--- config.mk ---
export PLATFORM = sky130hd
export DESIGN_NAME = mem_lsu
export DESIGN_NICKNAME = d
export VERILOG_FILES = /design/src/rtl/mem_lsu.sv
export SDC_FILE = /design/constraint.sdc
export NUM_CORES = 1
export LEC_CHECK = 0
export ABC_CLOCK_PERIOD_IN_PS = 1800
export CORE_AREA = 3 3 131 133
export CTS_CLUSTER_DIAMETER = 60
export CTS_CLUSTER_SIZE = 30
export DETAILED_ROUTE_END_ITERATION = 6
export DIE_AREA = 0 0 134 136
export GPL_ROUTABILITY_DRIVEN = 0
export HOLD_SLACK_MARGIN = 0.05
export PLACE_DENSITY = 0.75
export SYNTH_ARGS = -nofsm -noshare
export SYNTH_HDL_FRONTEND = slang
export SYNTH_SLANG_ARGS = --single-unit
--- constraint.sdc ---
create_clock -name clk -period 1.8 [get_ports clk]
set_input_delay 0.36 -clock clk [delete_from_list [all_inputs] [get_ports clk]]
set_output_delay 0.36 -clock clk [all_outputs]
set_load 0.05 [all_outputs]
--- src/rtl/mem_lsu.sv ---
// mem_lsu: load/store unit between the MEM pipeline stage and a word-addressed
// data memory that has no byte enables.
//
// A byte-addressed request (byte/half/word, signed/unsigned load) is accepted
// in IDLE and checked for alignment. Loads and sub-word stores read the word
// first (RD). Sub-word stores then write back the merged word (WR). Word stores
// go straight to WR. Every request ends with a one-cycle completion pulse
// (RESP).
//
// Ports:
//   clk, rst_n     clock; asynchronous active-low reset
//   req_valid      request present
//   req_ready      unit can accept a request (IDLE only)
//   req_we         1 = store, 0 = load
//   req_size       0 = byte, 1 = half, 2 = word, 3 = illegal
//   req_signed     loads: sign-extend (1) or zero-extend (0)
//   req_addr       byte address
//   req_wdata      store data, right-justified for sub-word sizes
//   resp_valid     one-cycle completion pulse
//   resp_rdata     load result; 0 for stores and errors
//   resp_err       misaligned or illegal size, valid with resp_valid
//   mem_addr       word address (req_addr[31:2])
//   mem_wdata      word written to memory
//   mem_write      memory write strobe
//   mem_read       memory read strobe
//   mem_rdata      memory read word
module mem_lsu #(
  parameter int unsigned MEM_RD_LAT = 1,
  parameter bit          BIG_ENDIAN = 1'b1
) (
  input  logic        clk,
  input  logic        rst_n,
  input  logic        req_valid,
  output logic        req_ready,
  input  logic        req_we,
  input  logic [1:0]  req_size,
  input  logic        req_signed,
  input  logic [31:0] req_addr,
  input  logic [31:0] req_wdata,
  output logic        resp_valid,
  output logic [31:0] resp_rdata,
  output logic        resp_err,
  output logic [29:0] mem_addr,
  output logic [31:0] mem_wdata,
  output logic        mem_write,
  output logic        mem_read,
  input  logic [31:0] mem_rdata
);

  typedef enum logic [1:0] {
    IDLE = 2'd0,
    RD   = 2'd1,
    WR   = 2'd2,
    RESP = 2'd3
  } state_t;

  // Count value of the final RD cycle; mem_rdata is sampled as it ends.
  localparam logic [2:0] LAST_RD = 3'(MEM_RD_LAT - 1);

  // Physical byte lane (0 = bits 7:0) holding the byte at this offset.
  function automatic logic [1:0] byte_lane(input logic [1:0] off);
    return BIG_ENDIAN ? ~off : off;
  endfunction

  // 1 when the halfword at this offset sits in bits 31:16.
  function automatic logic half_hi(input logic [1:0] off);
    return BIG_ENDIAN ? ~off[1] : off[1];
  endfunction

  // Alignment / legal-size check on the request.
  function automatic logic misaligned(input logic [1:0] off, input logic [1:0] size);
    logic bad;
    case (size)
      2'd0:    bad = 1'b0;
      2'd1:    bad = off[0];
      2'd2:    bad = (off != 2'd0);
      default: bad = 1'b1;
    endcase
    return bad;
  endfunction

  // Pick the addressed lane out of a memory word, right-justify and extend it.
  function automatic logic [31:0] load_extract(input logic [31:0] word,
                                               input logic [1:0]  off,
                                               input logic [1:0]  size,
                                               input logic        sgn);
    logic [7:0]  b;
    logic [15:0] h;
    logic [31:0] r;
    case (byte_lane(off))
      2'd0:    b = word[7:0];
      2'd1:    b = word[15:8];
      2'd2:    b = word[23:16];
      default: b = word[31:24];
    endcase
    if (half_hi(off)) begin
      h = word[31:16];
    end else begin
      h = word[15:0];
    end
    case (size)
      2'd0:    r = {{24{sgn & b[7]}}, b};
      2'd1:    r = {{16{sgn & h[15]}}, h};
      default: r = word;
    endcase
    return r;
  endfunction

  // Replace the addressed lane of the read word with the store data.
  function automatic logic [31:0] store_merge(input logic [31:0] word,
                                              input logic [31:0] wdata,
                                              input logic [1:0]  off,
                                              input logic [1:0]  size);
    logic [31:0] r;
    r = word;
    case (size)
      2'd0: begin
        case (byte_lane(off))
          2'd0:    r[7:0]   = wdata[7:0];
          2'd1:    r[15:8]  = wdata[7:0];
          2'd2:    r[23:16] = wdata[7:0];
          default: r[31:24] = wdata[7:0];
        endcase
      end
      2'd1: begin
        if (half_hi(off)) begin
          r[31:16] = wdata[15:0];
        end else begin
          r[15:0] = wdata[15:0];
        end
      end
      default: r = wdata;
    endcase
    return r;
  endfunction

  state_t      state_q, state_d;
  logic [2:0]  cnt_q, cnt_d;
  logic        we_q, we_d;
  logic [1:0]  size_q, size_d;
  logic        signed_q, signed_d;
  logic [1:0]  off_q, off_d;
  logic [31:0] wdata_q, wdata_d;
  logic        req_ready_q, req_ready_d;
  logic        resp_valid_q, resp_valid_d;
  logic [31:0] resp_rdata_q, resp_rdata_d;
  logic        resp_err_q, resp_err_d;
  logic [29:0] mem_addr_q, mem_addr_d;
  logic [31:0] mem_wdata_q, mem_wdata_d;
  logic        mem_write_q, mem_write_d;
  logic        mem_read_q, mem_read_d;

  // Next state, request capture and next values of all registered outputs.
  always_comb begin
    state_d      = state_q;
    cnt_d        = cnt_q;
    we_d         = we_q;
    size_d       = size_q;
    signed_d     = signed_q;
    off_d        = off_q;
    wdata_d      = wdata_q;
    mem_addr_d   = mem_addr_q;
    mem_wdata_d  = mem_wdata_q;
    resp_rdata_d = 32'd0;
    resp_err_d   = 1'b0;

    case (state_q)
      IDLE: begin
        if (req_valid && req_ready_q) begin
          we_d       = req_we;
          size_d     = req_size;
          signed_d   = req_signed;
          off_d      = req_addr[1:0];
          wdata_d    = req_wdata;
          mem_addr_d = req_addr[31:2];
          cnt_d      = 3'd0;
          if (misaligned(req_addr[1:0], req_size)) begin
            state_d    = RESP;
            resp_err_d = 1'b1;
          end else if (req_we && (req_size == 2'd2)) begin
            state_d     = WR;
            mem_wdata_d = req_wdata;
          end else begin
            state_d = RD;
          end
        end else begin
          state_d = IDLE;
        end
      end
      RD: begin
        if (cnt_q == LAST_RD) begin
          if (we_q) begin
            state_d     = WR;
            mem_wdata_d = store_merge(mem_rdata, wdata_q, off_q, size_q);
          end else begin
            state_d      = RESP;
            resp_rdata_d = load_extract(mem_rdata, off_q, size_q, signed_q);
          end
        end else begin
          cnt_d = cnt_q + 3'd1;
        end
      end
      WR:      state_d = RESP;
      RESP:    state_d = IDLE;
      default: state_d = IDLE;
    endcase

    // Strobes and handshake follow the state being entered, so they line up
    // with the state register one cycle later.
    req_ready_d  = (state_d == IDLE);
    mem_read_d   = (state_d == RD);
    mem_write_d  = (state_d == WR);
    resp_valid_d = (state_d == RESP);
  end

  // State, captured request fields and output registers.
  always_ff @(posedge clk or negedge rst_n) begin
    if (!rst_n) begin
      state_q      <= IDLE;
      cnt_q        <= 3'd0;
      we_q         <= 1'b0;
      size_q       <= 2'd0;
      signed_q     <= 1'b0;
      off_q        <= 2'd0;
      wdata_q      <= 32'd0;
      req_ready_q  <= 1'b1;
      resp_valid_q <= 1'b0;
      resp_rdata_q <= 32'd0;
      resp_err_q   <= 1'b0;
      mem_addr_q   <= 30'd0;
      mem_wdata_q  <= 32'd0;
      mem_write_q  <= 1'b0;
      mem_read_q   <= 1'b0;
    end else begin
      state_q      <= state_d;
      cnt_q        <= cnt_d;
      we_q         <= we_d;
      size_q       <= size_d;
      signed_q     <= signed_d;
      off_q        <= off_d;
      wdata_q      <= wdata_d;
      req_ready_q  <= req_ready_d;
      resp_valid_q <= resp_valid_d;
      resp_rdata_q <= resp_rdata_d;
      resp_err_q   <= resp_err_d;
      mem_addr_q   <= mem_addr_d;
      mem_wdata_q  <= mem_wdata_d;
      mem_write_q  <= mem_write_d;
      mem_read_q   <= mem_read_d;
    end
  end

  assign req_ready  = req_ready_q;
  assign resp_valid = resp_valid_q;
  assign resp_rdata = resp_rdata_q;
  assign resp_err   = resp_err_q;
  assign mem_addr   = mem_addr_q;
  assign mem_wdata  = mem_wdata_q;
  assign mem_write  = mem_write_q;
  assign mem_read   = mem_read_q;

endmodule

==> results of run 1 <==
==> area by class of cell <==
type / instances / area, µm²
clock buffer: 23 / 488.0
clock inverter: 9 / 132.6
fill: 1101 / 5102
inverter: 7 / 38.79
multi-input combinational: 391 / 3558
sequential: 142 / 3557
tap: 216 / 270.3
timing repair buffer: 303 / 2784
timing repair inverter: 1 / 11.26
==> report_power, final <==
group / switching (mW) / internal [mW] / total [mW]
logic: 7.30 / 5.47 / 12.8
clock network: 1.36 / 2.33 / 3.68
registers: 1.16 / 4.57 / 5.73
total: 9.82 / 12.4 / 22.2
==> final timing paths <==
kind / startpoint / end / depth (start not counted)
worst max-delay path: off_q[1] / mem_wdata[0] / 6
worst min register to register: mem_wdata[27] / mem_wdata[27] / 1
worst max register to register: off_q[1] / mem_wdata[0] / 6
max in group asynchronous: rst_n / off_q[1] / 3
min in group clk: mem_wdata[27] / mem_wdata[27] / 1
worst min-delay path: rst_n / mem_addr[20] / 2
==> repair_timing <==
action,4_1_cts,5_1_grt
cloned,1,5
gates resized for setup,27,55
endpoints found under the setup margin,68,107
endpoints found under the hold margin,27,0
buffers inserted,2,10
hold buffers,1,0
pin swaps,2,4
==> critical path: cells and delay by family, from the launching register on <==
kind / cells / cell delay, ns
mux: 1 / 0.28
flops: 1 / 0.47
buf+inv: 2 / 0.39
simple gates: 1 / 0.33
compound gates: 2 / 0.25
==> registers in the layout, summed over array words and instances, names as in the netlist <==
name        count
off_q           2
resp_rdata     32
state_q         2
signed_q        1
mem_write       1
we_q            1
mem_wdata      32
wdata_q        32
size_q          2
resp_valid      1
req_ready       1
mem_read        1
cnt_q           3
resp_err        1
mem_addr       30
==> cell families (layout without fill, tap and decap cells) <==
logic type / after synthesis / in the layout
AO/OA/AOI/OAI: 151 / 151
adder cells (fa/ha/maj): 2 / 2
AND/OR/NAND/NOR: 131 / 131
buffers and inverters: 53 / 343
flip-flops: 142 / 142
multiplexers: 107 / 107
==> synth_stat cells (2+ instances only) <==
| cell type | number | area (µm²) |
|---|---|---|
| sky130_fd_sc_hd__nand3_1 | 2 | 10.01 |
| sky130_fd_sc_hd__mux2i_1 | 8 | 80.08 |
| sky130_fd_sc_hd__a32o_1 | 9 | 90.09 |
| sky130_fd_sc_hd__nor2b_1 | 3 | 18.77 |
| sky130_fd_sc_hd__a221oi_1 | 9 | 78.83 |
| sky130_fd_sc_hd__o31ai_1 | 8 | 60.06 |
| sky130_fd_sc_hd__a22o_1 | 6 | 52.55 |
| sky130_fd_sc_hd__inv_1 | 5 | 18.77 |
| sky130_fd_sc_hd__nand2b_1 | 12 | 75.07 |
| sky130_fd_sc_hd__a21o_1 | 19 | 142.6 |
| sky130_fd_sc_hd__a2111oi_0 | 8 | 70.07 |
| sky130_fd_sc_hd__nand2_1 | 26 | 97.59 |
| sky130_fd_sc_hd__or3_1 | 2 | 12.51 |
| sky130_fd_sc_hd__buf_4 | 7 | 52.55 |
| sky130_fd_sc_hd__nor2_1 | 63 | 236.5 |
| sky130_fd_sc_hd__clkbuf_1 | 23 | 86.33 |
| sky130_fd_sc_hd__buf_2 | 11 | 55.05 |
| sky130_fd_sc_hd__a22oi_1 | 7 | 52.55 |
| sky130_fd_sc_hd__o22ai_1 | 16 | 100.1 |
| sky130_fd_sc_hd__a221o_1 | 9 | 90.09 |
| sky130_fd_sc_hd__dfrtp_1 | 141 | 3528 |
| sky130_fd_sc_hd__nor4_1 | 8 | 50.05 |
| sky130_fd_sc_hd__buf_1 | 2 | 7.510 |
| sky130_fd_sc_hd__o21ai_0 | 19 | 95.09 |
| sky130_fd_sc_hd__ha_1 | 2 | 25.02 |
| sky130_fd_sc_hd__nor4bb_1 | 2 | 20.02 |
| sky130_fd_sc_hd__mux4_2 | 8 | 180.2 |
| sky130_fd_sc_hd__mux2_2 | 90 | 1013 |
| sky130_fd_sc_hd__a211oi_1 | 9 | 67.56 |
| sky130_fd_sc_hd__a31oi_1 | 8 | 50.05 |
| sky130_fd_sc_hd__buf_6 | 3 | 33.78 |
| sky130_fd_sc_hd__a21oi_1 | 20 | 100.1 |
==> metal layers <==
metal | share of wire | up-vias
met5 | 0 | -
met4 | 0.033 | 0
met3 | 0.099 | 84
met2 | 0.48 | 427
met1 | 0.39 | 3121
li1 | - | 2745
==> stage by stage <==
stage	hold slack, ns	instance area (µm²)	util
floorplan	0.06441	7211	-
global placement	0.2533	9646	0.6050
detailed placement	0.2618	9646	0.6050
CTS	0.3950	10410	0.6526
global route	0.4162	10840	0.6800
finish	0.3969	10840	0.6800
==> impl_metrics.py, run 1 <==
metrics = {
    "status": {
        "run_status": "complete, but fails checks",
        "violations": "negative setup slack",
    },
    "routing": {
        "ant_nets": 0,
        "detailedRoute.firstPassIterationCount": 6,
        "route.detailed.vias_per_inst": 5.840,
        "average_detailed_routed_wire_length_per_instance_um": 22.25,
        "postRouteWirelength_um": 24300,
        "post-route-drc-count": 0,
        "route.vias.total": 6377,
        "drt_first_iter_violations": 704,
    },
    "synth": {
        "synthesis.yosys.warnings": 0,
        "mappedNetlistArea_um2": 6857,
        "synth.net_count": 691,
        "yosys.area_share.simple": 0.09380,
        "synthXorXnorAreaFrac": 0,
        "synth_cell_type_count": 53,
        "synthCells": 586,
        "combinational_family_with_the_most_area_after_synthesis": "multiplexers",
        "fraction_of_registers_with_async_set_reset": 1.000,
        "synth_edf_count": 0,
        "synth_flop_type": "sky130_fd_sc_hd__dfrtp_1",
        "synth-compound-area-share": 0.1582,
        "synthesis.area_per_instance_um2": 11.70,
        "arithmetic_cell_share_of_the_synthesized_area_counting_full_adders_half_adders_and_majority_gates": 0.003650,
        "yosysSeqAreaShare": 0.5184,
        "ys_ff_latch": 142,
        "post_synth_mux_area_share": 0.1874,
    },
    "global_routing": {
        "grt_use_met1": 0.3282,
        "grt_start_max_net_pins": 60,
        "gr-usage-met2": 0.4104,
        "gr-total-overflow": 0,
        "track_usage": 0.2523,
        "grt_pass1_vias": 6348,
        "busiest_layer_in_global_routing": "met2",
        "antenna_found_initial": 0,
        "global_route_wire_length_before_repair_um": 35430,
        "groute.layer.met3.usage": 0.06588,
    },
    "clock_network": {
        "clock_tree.root_cell": "sky130_fd_sc_hd__clkbuf_16",
        "htreeDepth": 4,
        "cts.reportedPaths.clkPinSlew_ns": 0.06,
        "tritoncts.num_buffers": 17,
        "tritoncts": "yes",
        "worstSkewPairLatency_ns": 0.43,
        "cts-root-to-sink-buffers": 2,
        "clkSinkCount": 142,
    },
    "setup_path": {
        "worst_path_largest_cell_delay_ns": 0.47,
        "required_time_worst_endpoint_ns": 2.10,
        "endpoint_kind": "flip-flop",
        "critPathKind": "flip-flop to flip-flop",
        "cp_dominant_cell_by_count": "sky130_fd_sc_hd__buf_4",
        "critical_path_peak_fanout": 15,
        "cp-start-kind": "flip-flop",
        "worst-endpoint-arrival_ns": 2.14,
        "cp_cell_sequence": "buf_4, o21a_1, buf_4, nor4_1, a211oi_1, mux2_2",
        "cp_slowest_cell": "sky130_fd_sc_hd__dfrtp_2",
        "timing.reg2reg.setup_slack_ns": -0.03,
    },
    "sta": {
        "max_transition_viols_final": 0,
        "grt_setup_unrepaired": "true",
        "final.setup.tns_ns": -0.08431,
        "finalWorstPathRequiredPeriod_ns": 1.832,
        "hold_vio_cnt_final": 0,
        "max_freq_mhz": 545.8,
        "relSlewSlack": 0.7130,
        "setup_viol_count_final": 6,
        "fin_worst_skew_ns": 0.01330,
        "setup_slack_ns": -0.03207,
        "layout_worst_path_cycle_share": 1.018,
        "worst_pin_slew_ns": 0.4266,
    },
    "floorplan": {
        "start_util": 0.4301,
        "ios": 202,
        "placeableCoreArea_um2": 15940,
        "fp.dieH_um": 136,
        "rows": 46,
        "die_w_um": 134,
        "fp.dieArea_um2": 18220,
    },
    "placement": {
        "hpwlAfterDp_um": 17420,
        "pre_cts_ws_ns": -0.4799,
        "port_buffers": 201,
        "placed_cells": 1041,
    },
    "final_layout": {
        "finish.net_count": 968,
        "proportion_of_layout_cells_with_a_drive_suffix_above_1": 0.4326,
        "layout.cells.most_common": "sky130_fd_sc_hd__buf_4",
        "antennaDiodeCount": 0,
        "most-common-layout-cells": "sky130_fd_sc_hd__buf_4, sky130_fd_sc_hd__dfrtp_1, sky130_fd_sc_hd__clkdlybuf4s50_1, sky130_fd_sc_hd__mux2_4, sky130_fd_sc_hd__nor2_1",
        "flow.area_growth_from_synthesis_pct": 58.10,
        "finish.cell_count_without_fillers": 1092,
    },
    "power": {
        "pwr_density_cell_nw_per_um2": 2047,
        "leakagePower_nw": 4.986,
        "finalPower_mw": 22.19,
        "irDropWorstVdd_mv": 1.108,
    },
    "job": {
        "max-cap-violations": 0,
    },
    "min_path": {
        "holdCritPathClass": "input port to async pin",
    },
}
No activity file was read; power rests on OpenSTA's default activity.
==> run 2: changes to the inputs <==
--- a/config.mk
+++ b/config.mk
@@ -14,6 +14,7 @@
 export GPL_ROUTABILITY_DRIVEN = 0
 export HOLD_SLACK_MARGIN = 0.05
 export PLACE_DENSITY = 0.75
+export REMOVE_ABC_BUFFERS = 1
 export SYNTH_ARGS = -nofsm -noshare
 export SYNTH_HDL_FRONTEND = slang
 export SYNTH_SLANG_ARGS = --single-unit
==> run 2 against run 1 <==
Against the previous run: the run still ends with negative setup slack left; sequential cell count did not move; setup slack worse by 0.073 ns; clock power shrank 11%; sequential power down 2%; critical path type unchanged.
==> impl_metrics.py, run 2 (synthesis results as in run 1) <==
metrics = {
    "status": {
        "run_status": "complete, but fails checks",
        "violations": "negative setup slack",
    },
    "sta": {
        "hold_ws_ns": 0.4374,
        "setup_viol_count_final": 18,
        "setup_slack_ns": -0.1054,
        "max_transition_viols_final": 0,
        "layout_worst_path_cycle_share": 1.059,
        "max_freq_mhz": 524.8,
        "relSlewSlack": 0.5892,
        "worst_pin_slew_ns": 0.6162,
        "hold_vio_cnt_final": 0,
        "finalWorstPathRequiredPeriod_ns": 1.905,
        "fin_worst_skew_ns": 0.009212,
        "grt_setup_unrepaired": "true",
    },
    "clock_network": {
        "tritoncts": "yes",
        "cts-root-to-sink-buffers": 2,
        "htreeDepth": 4,
        "clkSinkCount": 142,
        "tritoncts.num_buffers": 17,
        "cts.reportedPaths.clkPinSlew_ns": 0.06,
        "worstSkewPairLatency_ns": 0.42,
        "clock_tree.root_cell": "sky130_fd_sc_hd__clkbuf_16",
    },
    "placement": {
        "placed_cells": 1046,
        "port_buffers": 201,
        "hpwlAfterDp_um": 16750,
    },
    "global_routing": {
        "gr-total-overflow": 0,
        "track_usage": 0.2506,
        "antenna_found_initial": 1,
        "global_route_wire_length_before_repair_um": 35420,
        "grt_pass1_vias": 6414,
        "grt_start_max_net_pins": 45,
    },
    "final_layout": {
        "antennaDiodeCount": 0,
        "layout.cells.most_common": "sky130_fd_sc_hd__buf_4",
        "finalCoreUtilization": 0.6515,
        "proportion_of_layout_cells_with_a_drive_suffix_above_1": 0.4183,
        "finish.cell_count_without_fillers": 1091,
        "n_fill_cell": 1160,
        "flow.area_growth_from_synthesis_pct": 51.50,
        "most-common-layout-cells": "sky130_fd_sc_hd__buf_4, sky130_fd_sc_hd__dfrtp_1, sky130_fd_sc_hd__clkdlybuf4s50_1, sky130_fd_sc_hd__mux2_2, sky130_fd_sc_hd__nor2_1",
        "finish.net_count": 968,
    },
    "floorplan": {
        "ios": 202,
        "fp.dieArea_um2": 18220,
        "die_w_um": 134,
        "fp.dieH_um": 136,
        "placeableCoreArea_um2": 15940,
        "start_util": 0.4301,
        "rows": 46,
    },
    "setup_path": {
        "endpoint_kind": "flip-flop",
        "cp-start-kind": "flip-flop",
        "required_time_worst_endpoint_ns": 2.11,
        "critical_path_peak_fanout": 8,
        "worst-endpoint-arrival_ns": 2.21,
        "critPathKind": "flip-flop to flip-flop",
    },
    "power": {
        "seq_power_share": 0.270,
        "irDropWorstVdd_mv": 0.8963,
        "power_report.internal_total_mw": 11.38,
        "share_clk_of_total_power": 0.158,
        "combinationalPowerShare": 0.572,
        "pwr_density_cell_nw_per_um2": 2004,
        "total_switching_power_mw": 9.433,
        "power_switching_share": 0.4532,
        "leakagePower_nw": 4.723,
    },
    "routing": {
        "postRouteWirelength_um": 23510,
        "average_detailed_routed_wire_length_per_instance_um": 21.55,
        "drt_first_iter_violations": 541,
        "route.detailed.vias_per_inst": 5.779,
        "route.vias.total": 6305,
        "post-route-drc-count": 0,
        "ant_nets": 0,
        "detailedRoute.firstPassIterationCount": 5,
    },
    "job": {
        "max-cap-violations": 0,
    },
    "min_path": {
        "holdCritPathClass": "input port to async pin",
    },
}
[run 2: changes by cell type in the layout (fill, tap and decap cells not counted), sizes merged]
cell | previous run | this run
clkbuf | 27 | 23
clkinv | 5 | 8
bufinv | 3 | 1
clkinvlp | 2 | 4
bufbuf | 0 | 1
inv | 7 | 6
[run 2: metrics by stage]
step / setup slack [ns] / area, µm² / total power, mW / setup TNS, ns
after floorplan: -7.055 / 6621 / 12.38 / -564.37
after global placement: -0.4532 / 9440 / 16.31 / -37.01
after detailed placement: -0.5933 / 9440 / 16.65 / -43.34
after CTS: -0.08189 / 10190 / 20.36 / -0.9554
after global routing: -0.1818 / 10390 / 21.75 / -3.231
final: -0.1054 / 10390 / 20.82 / -1.381
[run 2: final cells by class]
cell class	count	area, µm²	area share
clock inverter	11	95.09	0.009154
multi-input combinational	391	3209	0.3090
inverter	7	28.78	0.002770
tap	216	270.3	0.02602
clock buffer	20	446.7	0.04300
sequential	142	3556	0.3423
timing repair buffer	303	2774	0.2670
timing repair inverter	1	7.507	0.0007227
[run 2: critical path, cell delays in order (launching register included)]
cell	delay, ns
sky130_fd_sc_hd__dfrtp_1	0.37
sky130_fd_sc_hd__inv_2	0.05
sky130_fd_sc_hd__ha_4	0.15
sky130_fd_sc_hd__buf_6	0.11
sky130_fd_sc_hd__and4b_1	0.19
sky130_fd_sc_hd__a21o_1	0.24
sky130_fd_sc_hd__nand2b_4	0.14
sky130_fd_sc_hd__clkinvlp_4	0.20
sky130_fd_sc_hd__mux2_4	0.34
[run 2: final timing paths]
| kind | endpoint | depth (start not counted) | slack, ns | start |
|---|---|---|---|---|
| max in group asynchronous | mem_wdata[23] | 3 | 0.74 | rst_n |
| worst min-delay path | mem_addr[2] | 2 | 0.44 | rst_n |
| worst max register to register | mem_wdata[23] | 8 | -0.11 | cnt_q[1] |
| worst min register to register | mem_wdata[25] | 1 | 0.50 | mem_wdata[25] |
| min in group clk | mem_wdata[25] | 1 | 0.50 | mem_wdata[25] |
| worst max-delay path | mem_wdata[23] | 8 | -0.11 | cnt_q[1] |
[run 2: timing repair]
action                                 4_1_cts  5_1_grt
setup endpoints to repair                   57      119
buffers inserted                             4        5
resized for setup                           30       27
gates cloned                                 3        5
pin swaps                                    1        5
hold buffers                                 1        0
endpoints found under the hold margin       39        0
[run 2: layer usage]
layer  global-route usage  vias to the layer above  share of wire
met2               0.4124                      393           0.49
met1               0.3172                     3110           0.39
met4               0.1097                        2          0.034
li1                     -                     2741              -
met3              0.05959                       59          0.093
met5                    0                        -        0.00055
[run 2: power by group through the flow]
stage / Clock, mW / Sequential (mW) / Combinational, mW
after CTS: 3.31 / 5.58 / 11.5
final: 3.28 / 5.62 / 11.9
after global placement: 0 / 5.51 / 10.8
after global routing: 3.44 / 5.77 / 12.5
after floorplan: 0 / 8.58 / 3.80
after detailed placement: 0 / 5.59 / 11.1
==> variant: new RTL, config.mk and constraints of run 2 <==
Re-encode `state_t` (4 states) as Gray code, 2 bits wide.
--- a/src/rtl/mem_lsu.sv
+++ b/src/rtl/mem_lsu.sv
@@ -50,6 +50,6 @@
   typedef enum logic [1:0] {
-    IDLE = 2'd0,
-    RD   = 2'd1,
-    WR   = 2'd2,
-    RESP = 2'd3
+    IDLE = 2'b00,
+    RD   = 2'b01,
+    WR   = 2'b11,
+    RESP = 2'b10
   } state_t;
Formal check against the unedited RTL: same outputs for any inputs over 4 cycles, from zero or initial values and one cycle with rst_n low; so few cycles prove little.
==> variant against run 2 <==
  * The run still ends with setup timing left
  * Setup slack worse by 0.15 ns
  * Critical path type unchanged
  * Synthesized area down 0.62%
  * Maximum frequency down 7.3%
  * Largest power group unchanged
  * Sequential cell count unchanged
  * Total power down 4.0%
  * Highest routed layer unchanged
  * Non-clock buffer count down 13
  * Via count up 4.5%
  * Final area down 0.72%
  * Combinational power down 10%
  * Final cell count up 12%
  * Core utilization down 0.47 points
  * Routed wire length down 1.4%
==> variant: results (changes against run 2) <==
Run status
  – Outcome: finished with violations
  – Failing checks: setup timing

Clocking
  – H-tree Lvls: 4 (unchanged)
  – Buffer depth of the longest clock path: 2 (unchanged)

Global route
  – Global-route wire length before repair: 35250 um (-0.47%)
  – Largest net degree at the start of global routing: 48 (+6.7%)
  – Vias in the first global route: 6613 (+3.1%)
  – GRT Util Overall: 24.81% (-0.25 points)
  – Initial antenna violation count: 2 (+1)

Finish
  – Non-clk bufs: 290 (-4.3%)
  – Clock Buffer Count: 19 (-5.0%)
  – Clock buf/inv share: 6.115% (+0.90 points)
  – Share of post-route cells with drive strength above 1: 29.01% (-13 points)
  – Fillers: 1277 (+10%)
  – Core Util, Final: 64.68% (-0.47 points)
  – Nets: 1095 (+13%)
  – Inverters, non-clock: 15 (+7)
  – Number of multi-input logic gates: 524 (+34%)
  – Non-filler instance count after layout: 1219 (+12%)
  – Fraction of area in multi-input gates: 30.95% (+0.055 points)
  – Buffer share of cell area: 25.26% (-1.4 points)

Synth
  – Asr flop ratio synth: 100.0% (unchanged)
  – Mapped Cells: 734 (+25%)
  – Compound-Gate Fraction of Synth Area: 14.87% (-0.95 points)
  – Top cells by area, synth: dfrtp_1 52%, nand2_1 12%, mux2_2 7.6%
  – Synth cell types: 40 (-25%)
  – Top cells by count, synth: 222 x nand2_1, 141 x dfrtp_1, 46 x mux2_2, 43 x nor2_1, 38 x o21ai_0
  – Mux cell area share after synthesis: 8.263% (-10 points)
  – Post-Synth Adder-Cell Area: 0.3672% (+0.0023 points)
  – Sequential area share after synthesis: 52.17% (+0.32 points)

Detailed routing
  – Detailed router's first-iteration violation count: 663 (+23%)
  – Post-DR wirelength/cell: 19.02 um (-12%)
  – Via density: 5.404 (-6.5%)

STA
  – Clock skew after layout: 0.01066 ns (+0.001446 ns)
  – Min Hold Slack: 0.4364 ns (-0.001025 ns)
  – Slew Limit Headroom: 40.61% (-18 points)
  – PnR worst setup slack: -0.2550 ns (-0.1495 ns)
  – Endpoints failing setup: 32 (+14)
  – Total negative setup slack: -7.449 ns (-6.067 ns)

Critical path
  – Slowest Stage Delay on Critical Path: 0.39 ns (+0.02 ns)
  – R2r endpoint: mem_wdata[2]
  – CP Max Fanout: 9 (+1)
  – CP arrival: 2.36 ns (+0.15 ns)
  – Family with the most delay on the worst path: buffers and inverters
  – FF-to-FF path depth: 8 (unchanged)

Place
  – DP Worst Slack: -0.6678 ns (-0.07442 ns)
  – Placed standard-cell area: 0.009365 sq mm (-0.80%)
  – HPWL after DPL: 15940 um (-4.8%)

Pwr
  – P_leak: 5.140 nW (+8.8%)
[variant: cell types whose count changed after synthesis, moves of 17 or more]
cell | before | now
nor2_1 | 63 | 43
nand2_1 | 26 | 222
nor2b_1 | 3 | 20
a221oi_1 | 9 | 32
o21ai_0 | 19 | 38
mux2_2 | 90 | 46
[variant: per-layer routing]
layer / part of all wire [%] / wire length [um] / vias to the layer above / track usage [%]
met2: 47 / 10890 / 363 / 39.75
li1: - / - / 3028 / -
met4: 2.3 / 523 / 4 / 8.114
met5: 0.099 / 23 / - / 0
met3: 10 / 2430 / 47 / 9.215
met1: 40 / 9319 / 3145 / 31.29
[variant: what timing repair did]
item	4_1_cts	5_1_grt
pin swaps	1	2
endpoints found under the hold margin	38	0
gates resized for setup	28	30
endpoints found under the setup margin	53	79
setup buffers	0	2
gates cloned	0	3
hold buffers	1	0
[variant: power by group]
group | internal [mW] | switching [mW] | total (mW)
clock network | 2.36 | 1.42 | 3.78
logic | 3.96 | 6.78 | 10.7
registers | 4.48 | 0.977 | 5.46
